<file path="src/rtl/x86_byte_decoder.sv">
// Byte-serial x86-64 instruction length/field decoder. Walks prefixes, REX, opcode, ModRM,
// SIB, displacement and immediate; presents one record per instruction via valid/ready.
module x86_byte_decoder #(
    parameter int unsigned MAX_LEN = 15
) (
    input  logic        i_clk,
    input  logic        i_reset,
    input  logic        i_flush,
    input  logic        i_byte_valid,
    input  logic [7:0]  i_byte_data,
    output logic        o_byte_ready,
    output logic [7:0]  o_info_idx,
    input  logic [23:0] i_info_word,
    output logic        o_dec_valid,
    input  logic        i_dec_ready,
    output logic [3:0]  o_dec_len,
    output logic [5:0]  o_dec_pfx,
    output logic [3:0]  o_dec_rex,
    output logic [7:0]  o_dec_opcode,
    output logic [23:0] o_dec_info,
    output logic [7:0]  o_dec_modrm,
    output logic [7:0]  o_dec_sib,
    output logic [31:0] o_dec_disp,
    output logic [63:0] o_dec_imm,
    output logic        o_dec_invalid
);

    typedef enum logic [2:0] {StPrefix, StModrm, StSib, StDisp, StImm, StEmit} state_t;

    state_t      r_state, w_state_d;
    logic [3:0]  r_cnt, w_cnt_d;
    logic [5:0]  r_pfx, w_pfx_d;
    logic [3:0]  r_rex, w_rex_d;
    logic [7:0]  r_opcode, w_opcode_d;
    logic [23:0] r_info, w_info_d;
    logic [7:0]  r_modrm, w_modrm_d;
    logic [7:0]  r_sib, w_sib_d;
    logic [31:0] r_disp, w_disp_d;
    logic [63:0] r_imm, w_imm_d;
    logic        r_invalid, w_invalid_d;
    logic [2:0]  r_disp_need, w_disp_need_d;
    logic [3:0]  r_imm_need, w_imm_need_d;
    logic [2:0]  r_sub, w_sub_d;

    logic        w_accept;
    logic [3:0]  w_cnt_inc;
    logic [3:0]  w_sub_inc;
    logic [3:0]  w_imm_bytes;
    logic        w_need_modrm;
    logic [7:0]  w_b;

    assign w_b          = i_byte_data;
    assign o_info_idx   = i_byte_data;
    assign o_byte_ready = (r_state != StEmit);
    assign o_dec_valid  = (r_state == StEmit);
    assign w_accept     = i_byte_valid && o_byte_ready;
    assign w_cnt_inc    = r_cnt + 4'd1;
    assign w_sub_inc    = {1'b0, r_sub} + 4'd1;

    // Operand decode on the live table entry; only operands below numop count.
    always_comb begin
        logic [1:0] w_sz;
        logic       w_has_imm;
        w_sz         = 2'b00;
        w_has_imm    = 1'b0;
        w_need_modrm = 1'b0;
        w_imm_bytes  = 4'd0;
        if (i_info_word[22:21] >= 2'd1) begin
            if (!i_info_word[20]) w_need_modrm = 1'b1;
            if (i_info_word[20:19] == 2'b10) begin
                w_has_imm = 1'b1;
                w_sz      = i_info_word[16:15];
            end
        end
        if (i_info_word[22:21] >= 2'd2) begin
            if (!i_info_word[18]) w_need_modrm = 1'b1;
            if (!w_has_imm && i_info_word[18:17] == 2'b10) begin
                w_has_imm = 1'b1;
                w_sz      = i_info_word[14:13];
            end
        end
        if (w_has_imm) begin
            case (w_sz)
                2'b00:   w_imm_bytes = 4'd1;
                2'b01:   w_imm_bytes = 4'd2;
                2'b10:   w_imm_bytes = r_pfx[4] ? 4'd2 : 4'd4;
                default: w_imm_bytes = r_rex[3] ? 4'd8 : 4'd4;
            endcase
        end
    end

    always_comb begin
        w_state_d     = r_state;
        w_cnt_d       = r_cnt;
        w_pfx_d       = r_pfx;
        w_rex_d       = r_rex;
        w_opcode_d    = r_opcode;
        w_info_d      = r_info;
        w_modrm_d     = r_modrm;
        w_sib_d       = r_sib;
        w_disp_d      = r_disp;
        w_imm_d       = r_imm;
        w_invalid_d   = r_invalid;
        w_disp_need_d = r_disp_need;
        w_imm_need_d  = r_imm_need;
        w_sub_d       = r_sub;

        case (r_state)
            StPrefix: if (w_accept) begin
                w_cnt_d = w_cnt_inc;
                case (w_b)
                    8'h66: begin w_pfx_d[4] = 1'b1; w_rex_d = 4'd0; end
                    8'h67: begin w_pfx_d[3] = 1'b1; w_rex_d = 4'd0; end
                    8'hF0: begin w_pfx_d[2] = 1'b1; w_rex_d = 4'd0; end
                    8'hF2: begin w_pfx_d[1] = 1'b1; w_rex_d = 4'd0; end
                    8'hF3: begin w_pfx_d[0] = 1'b1; w_rex_d = 4'd0; end
                    8'h26, 8'h2E, 8'h36, 8'h3E, 8'h64, 8'h65: begin
                        w_pfx_d[5] = 1'b1;
                        w_rex_d    = 4'd0;
                    end
                    8'h0F: begin
                        w_opcode_d  = w_b;
                        w_invalid_d = 1'b1;
                        w_state_d   = StEmit;
                    end
                    default: begin
                        if (w_b[7:4] == 4'h4) begin
                            w_rex_d = w_b[3:0];
                        end else begin
                            w_opcode_d   = w_b;
                            w_info_d     = i_info_word;
                            w_imm_need_d = w_imm_bytes;
                            if (i_info_word == 24'd0) begin
                                w_invalid_d = 1'b1;
                                w_state_d   = StEmit;
                            end else if (w_need_modrm) w_state_d = StModrm;
                            else if (w_imm_bytes != 4'd0) w_state_d = StImm;
                            else w_state_d = StEmit;
                        end
                    end
                endcase
            end
            StModrm: if (w_accept) begin
                w_cnt_d   = w_cnt_inc;
                w_modrm_d = w_b;
                if (w_b[7:6] == 2'b01) w_disp_need_d = 3'd1;
                else if (w_b[7:6] == 2'b10) w_disp_need_d = 3'd4;
                else if (w_b[7:6] == 2'b00 && w_b[2:0] == 3'b101) w_disp_need_d = 3'd4;
                else w_disp_need_d = 3'd0;
                if (w_b[7:6] != 2'b11 && w_b[2:0] == 3'b100) w_state_d = StSib;
                else if (w_disp_need_d != 3'd0) w_state_d = StDisp;
                else if (r_imm_need != 4'd0) w_state_d = StImm;
                else w_state_d = StEmit;
            end
            StSib: if (w_accept) begin
                w_cnt_d = w_cnt_inc;
                w_sib_d = w_b;
                if (r_modrm[7:6] == 2'b00 && w_b[2:0] == 3'b101) w_disp_need_d = 3'd4;
                if (w_disp_need_d != 3'd0) w_state_d = StDisp;
                else if (r_imm_need != 4'd0) w_state_d = StImm;
                else w_state_d = StEmit;
            end
            StDisp: if (w_accept) begin
                w_cnt_d = w_cnt_inc;
                w_disp_d[{r_sub[1:0], 3'b000} +: 8] = w_b;
                if (w_sub_inc == {1'b0, r_disp_need}) begin
                    if (r_disp_need == 3'd1) w_disp_d = {{24{w_b[7]}}, w_b};
                    w_sub_d   = 3'd0;
                    w_state_d = (r_imm_need != 4'd0) ? StImm : StEmit;
                end else begin
                    w_sub_d = w_sub_inc[2:0];
                end
            end
            StImm: if (w_accept) begin
                w_cnt_d = w_cnt_inc;
                w_imm_d[{r_sub, 3'b000} +: 8] = w_b;
                if (w_sub_inc == r_imm_need) begin
                    w_sub_d   = 3'd0;
                    w_state_d = StEmit;
                end else begin
                    w_sub_d = w_sub_inc[2:0];
                end
            end
            StEmit: if (i_dec_ready) begin
                w_state_d     = StPrefix;
                w_cnt_d       = 4'd0;
                w_pfx_d       = 6'd0;
                w_rex_d       = 4'd0;
                w_opcode_d    = 8'd0;
                w_info_d      = 24'd0;
                w_modrm_d     = 8'd0;
                w_sib_d       = 8'd0;
                w_disp_d      = 32'd0;
                w_imm_d       = 64'd0;
                w_invalid_d   = 1'b0;
                w_disp_need_d = 3'd0;
                w_imm_need_d  = 4'd0;
                w_sub_d       = 3'd0;
            end
            default: w_state_d = StPrefix;
        endcase

        // Ran out of legal length before the instruction closed.
        if (w_accept && w_cnt_inc == 4'(MAX_LEN) && w_state_d != StEmit) begin
            w_state_d   = StEmit;
            w_invalid_d = 1'b1;
        end
    end

    always_ff @(posedge i_clk) begin
        if (i_reset || i_flush) begin
            r_state     <= StPrefix;
            r_cnt       <= 4'd0;
            r_pfx       <= 6'd0;
            r_rex       <= 4'd0;
            r_opcode    <= 8'd0;
            r_info      <= 24'd0;
            r_modrm     <= 8'd0;
            r_sib       <= 8'd0;
            r_disp      <= 32'd0;
            r_imm       <= 64'd0;
            r_invalid   <= 1'b0;
            r_disp_need <= 3'd0;
            r_imm_need  <= 4'd0;
            r_sub       <= 3'd0;
        end else begin
            r_state     <= w_state_d;
            r_cnt       <= w_cnt_d;
            r_pfx       <= w_pfx_d;
            r_rex       <= w_rex_d;
            r_opcode    <= w_opcode_d;
            r_info      <= w_info_d;
            r_modrm     <= w_modrm_d;
            r_sib       <= w_sib_d;
            r_disp      <= w_disp_d;
            r_imm       <= w_imm_d;
            r_invalid   <= w_invalid_d;
            r_disp_need <= w_disp_need_d;
            r_imm_need  <= w_imm_need_d;
            r_sub       <= w_sub_d;
        end
    end

    assign o_dec_len     = r_cnt;
    assign o_dec_pfx     = r_pfx;
    assign o_dec_rex     = r_rex;
    assign o_dec_opcode  = r_opcode;
    assign o_dec_info    = r_info;
    assign o_dec_modrm   = r_modrm;
    assign o_dec_sib     = r_sib;
    assign o_dec_disp    = r_disp;
    assign o_dec_imm     = r_imm;
    assign o_dec_invalid = r_invalid;

endmodule

</file>
<file path="config.mk">
export PLATFORM = sky130hd
export DESIGN_NAME = x86_byte_decoder
export DESIGN_NICKNAME = d
export VERILOG_FILES = /design/src/rtl/x86_byte_decoder.sv
export SDC_FILE = /design/constraint.sdc
export NUM_CORES = 1
export LEC_CHECK = 0
export BUFFER_PORTS_ARGS = -buffer_cell sky130_fd_sc_hd__buf_2
export CAP_MARGIN = 20
export CELL_PAD_IN_SITES_DETAIL_PLACEMENT = 0
export CELL_PAD_IN_SITES_GLOBAL_PLACEMENT = 1
export CORE_UTILIZATION = 39
export CTS_CLUSTER_DIAMETER = 200
export DETAILED_ROUTE_END_ITERATION = 10
export PLACE_DENSITY = 0.83
export SLEW_MARGIN = 25
export SYNTH_ARGS = -nofsm -noshare
export SYNTH_HDL_FRONTEND = slang
export SYNTH_SLANG_ARGS = --single-unit
</file>
<file path="constraint.sdc">
create_clock -name i_clk -period 3.65 [get_ports i_clk]
set_input_delay 0 -clock i_clk [delete_from_list [all_inputs] [get_ports i_clk]]
set_output_delay 0 -clock i_clk [all_outputs]
set_load 0.01 [all_outputs]
</file>
==> out/metrics.cfg <==
[outcome]
outcome = finished clean

[grt]
grt.busiest_layer = met2
antenna_found_initial = 0
use_met1 = 0.335
grt_use_met3 = 0.0652
use_met2 = 0.387
grt_pass1_wl_um = 40100
grt-ovfl-total = 0
track_usage = 0.249
grt_max_degree = 58
first_global_vias = 7208

[synth]
yosys.area.top_type = dfxtp_1
async_reset_ff_frac = 0
synth_flop_cell = dfxtp_1
ys_ff_latch = 172
yosysWarnings = 0
synth_area_leaders = dfxtp_1 (44%), nor2_1 (7.0%), a32oi_1 (4.4%)
synth-edff-count = 0
synthSimpleGateAreaFrac = 0.228
yosysSeqAreaShare = 0.437
yosys-mux-area-fraction = 0.0343
ys_types = 78
synth.avg_cell_area_um2 = 8.69
synth_compound_area_frac = 0.220
synth_fp_nets = 953
syn-instance-count = 907
synthAdderAreaFrac = 0.0143
synth_top_area_share = 0.437
synth_top_family_by_area = simple AND/OR/NAND/NOR gates
netlist_area_um2 = 7880
synthXorXnorAreaFrac = 0.00984

[detailed_routing]
viasPerCell = 5.65
routedWlPerCell_um = 18.6
drtPass1Iterations = 5
wl_um = 25700
num_vias = 7784
drc = 0
dr.first_iter.drc_count = 723
ant_nets = 0

[cells_and_area]
layout-drive-gt1-share = 0.255
final_common_cell = buf_2
antennaDiodeCount = 0
final_cell_mix = buf_2 (205), dfxtp_1 (172), nor2_1 (145), nand2_1 (57), nand3_1 (57)
final_core_util = 0.502
fin_nets = 1146
syn_to_final_growth_pct = 25.0
fin_cells = 1378
fin_area_um2 = 9860

[sta]
fin_tns_setup_ps = 0
finalClockSkew_ps = 10.4
drv_slew = 0
max_freq_ghz = 0.302
slew_headroom = 0.359
timing.final.crit_share = 0.908
finalCriticalPeriod_ps = 3310
hold_violations = 0
worst_pin_slew_ps = 962
rsz0062_at_grt = false
setup_violations = 0

[power]
power.switching_w = 0.00109
peakVddDrop_mv = 0.325
p_int_w = 0.00294
power.density_nw_per_um2 = 409
pwr-share-comb = 0.086
p_seq_frac = 0.475
switching_share = 0.271
p_leak_nw = 3.94
power_frac_clock = 0.440

[cts]
clockBufferDepth = 2
cts_tree = yes
clk_pin_slew_ps = 70
numClockSinks = 172
clock-root-buffer = clkbuf_16
h-tree-depth = 4
cts_resized = 0
numCtsBuffers = 17
holdBufCountCts = 31
post_cts_buffers = 0
clk_latency_ps = 440

[setup_path]
slowest_stage = dfxtp_1
cp_cell_sequence = nor2b_2, and2_4, inv_2, buf_4, nand3_1, dlygate4sd3_1, mux2i_1, dlygate4sd3_1
cp_top_family = buffers and inverters
crit_arrival_ps = 3680
crit_required_ps = 4020
cp-start-kind = flip-flop
rr_endpoint = o_dec_info[21]$_SDFFE_PP0P_
crit_path_frequent_cell = dlygate4sd3_1
r2r-start = r_state[1]$_SDFF_PP0_
rrSetupSlack_ps = 340
worst_r2r_path_depth = 8
critPathKind = flip-flop to flip-flop
slowest_delay_ps = 740
worstSetupEndpointType = flip-flop
cp_max_fo = 33
cp.buffers_inverters = 4

[die]
die_width_um = 144
die_area_um2 = 20800
die_y_um = 144
num_rows = 51
initial_core_util = 0.401
core_um2 = 19700
io-pin-count = 206

[hold_path]
min_path_cells = 3
min_to = o_dec_imm[63]$_SDFFE_PP0P_
holdCritStartpoint = i_byte_data[7]
hold_path.class = primary input to flip-flop

[run]
maxCapViolCount = 0

[place]
routabilityCongestion = 0.856
placed_area_um2 = 8980
dpl.hpwl_um = 16600
dp.cells = 1315
portBuffers = 205

==> cell usage after synthesis, types with 4 or more instances <==
| cell | number |
|---|---|
| clkbuf_1 | 50 |
| buf_6 | 7 |
| nor4_1 | 7 |
| nor3_1 | 18 |
| a2bb2oi_1 | 18 |
| nor2_1 | 146 |
| nand3_1 | 57 |
| and3b_1 | 5 |
| o21ai_0 | 17 |
| o21ai_1 | 7 |
| dfxtp_1 | 172 |
| a21oi_1 | 55 |
| nor2b_1 | 4 |
| buf_4 | 11 |
| buf_2 | 10 |
| nand2b_1 | 14 |
| mux2i_1 | 27 |
| inv_1 | 9 |
| a221oi_1 | 21 |
| xor2_1 | 5 |
| ha_1 | 9 |
| nand4_1 | 11 |
| a22oi_1 | 44 |
| nand2_1 | 57 |
| nand3b_1 | 4 |
| a32oi_1 | 40 |
==> through the flow <==
step / worst slack [ps] / total power, W / hold slack (ps)
after global routing: 70.5 / 0.00415 / 89.7
after global placement: 861 / 0.00227 / 272
after detailed placement: 681 / 0.00227 / 283
after floorplan: 1020 / 0.00217 / 91.8
after CTS: 361 / 0.00405 / 88.1
final: 337 / 0.00403 / 98.6
==> flip-flops by register name, indices dropped and copies added, names as in the netlist <==
signal	flops
o_dec_pfx	6
o_dec_sib	8
r_imm_need	4
r_sub	3
o_dec_disp	32
r_disp_need	3
o_dec_info	24
o_dec_opcode	8
o_dec_modrm	8
r_state	3
o_dec_invalid	1
o_dec_len	4
o_dec_imm	64
o_dec_rex	4
==> routing by layer <==
metal | part of all wire | wire length [um]
met1 | 0.45 | 11500
met2 | 0.46 | 11800
met3 | 0.071 | 1830
met4 | 0.020 | 526
met5 | 0 | 0
==> worst min-delay path: cells and delay by family <==
kind / cells / cell delay (ps)
AOI/OAI and AO/OA: 1 / 60
buffers and inverters: 1 / 280
and+or+nand+nor: 1 / 140
==> cells by family after synthesis <==
logic type | after synthesis
xor gates and xnor gates | 8
buffers and inverters | 92
AOI/OAI and AO/OA | 237
adders and majority gates | 9
muxes | 27
and+or+nand+nor | 362
DFF | 172
==> power groups by stage <==
stage	logic [W]	registers (W)	clock network, W
after global routing	0.000371	0.00191	0.00187
after CTS	0.000340	0.00191	0.00180
final	0.000344	0.00191	0.00177
after global placement	0.000315	0.00195	0
after floorplan	0.000212	0.00196	0
after detailed placement	0.000314	0.00195	0
==> layout make-up <==
class	instances	area, um^2
tap	265	332
multi-input combinational	643	4000
sequential	172	3440
clock buffer	19	443
timing repair buffer	253	1460
fill	1930	9800
inverter	13	48.8
clock inverter	13	129
==> how the worst max path moves through the flow <==
| stage | start | end | slack [ps] | cells after the start |
|---|---|---|---|---|
| 3_3_place_gp | r_sub[0]$_SDFFE_PP0P_ | o_dec_imm[16]$_SDFFE_PP0P_ | 860 | 8 |
| 2_1_floorplan | r_sub[0]$_SDFFE_PP0P_ | o_dec_imm[32]$_SDFFE_PP0P_ | 1020 | 10 |
| 4_1_cts | r_state[1]$_SDFF_PP0_ | o_dec_info[21]$_SDFFE_PP0P_ | 360 | 8 |
| 5_1_grt | r_state[1]$_SDFF_PP0_ | o_dec_info[21]$_SDFFE_PP0P_ | 70 | 8 |
| 3_5_place_dp | r_sub[0]$_SDFFE_PP0P_ | o_dec_imm[17]$_SDFFE_PP0P_ | 680 | 8 |
| 6_report | r_state[1]$_SDFF_PP0_ | o_dec_info[21]$_SDFFE_PP0P_ | 340 | 8 |
(Power assumes the default switching activity.)
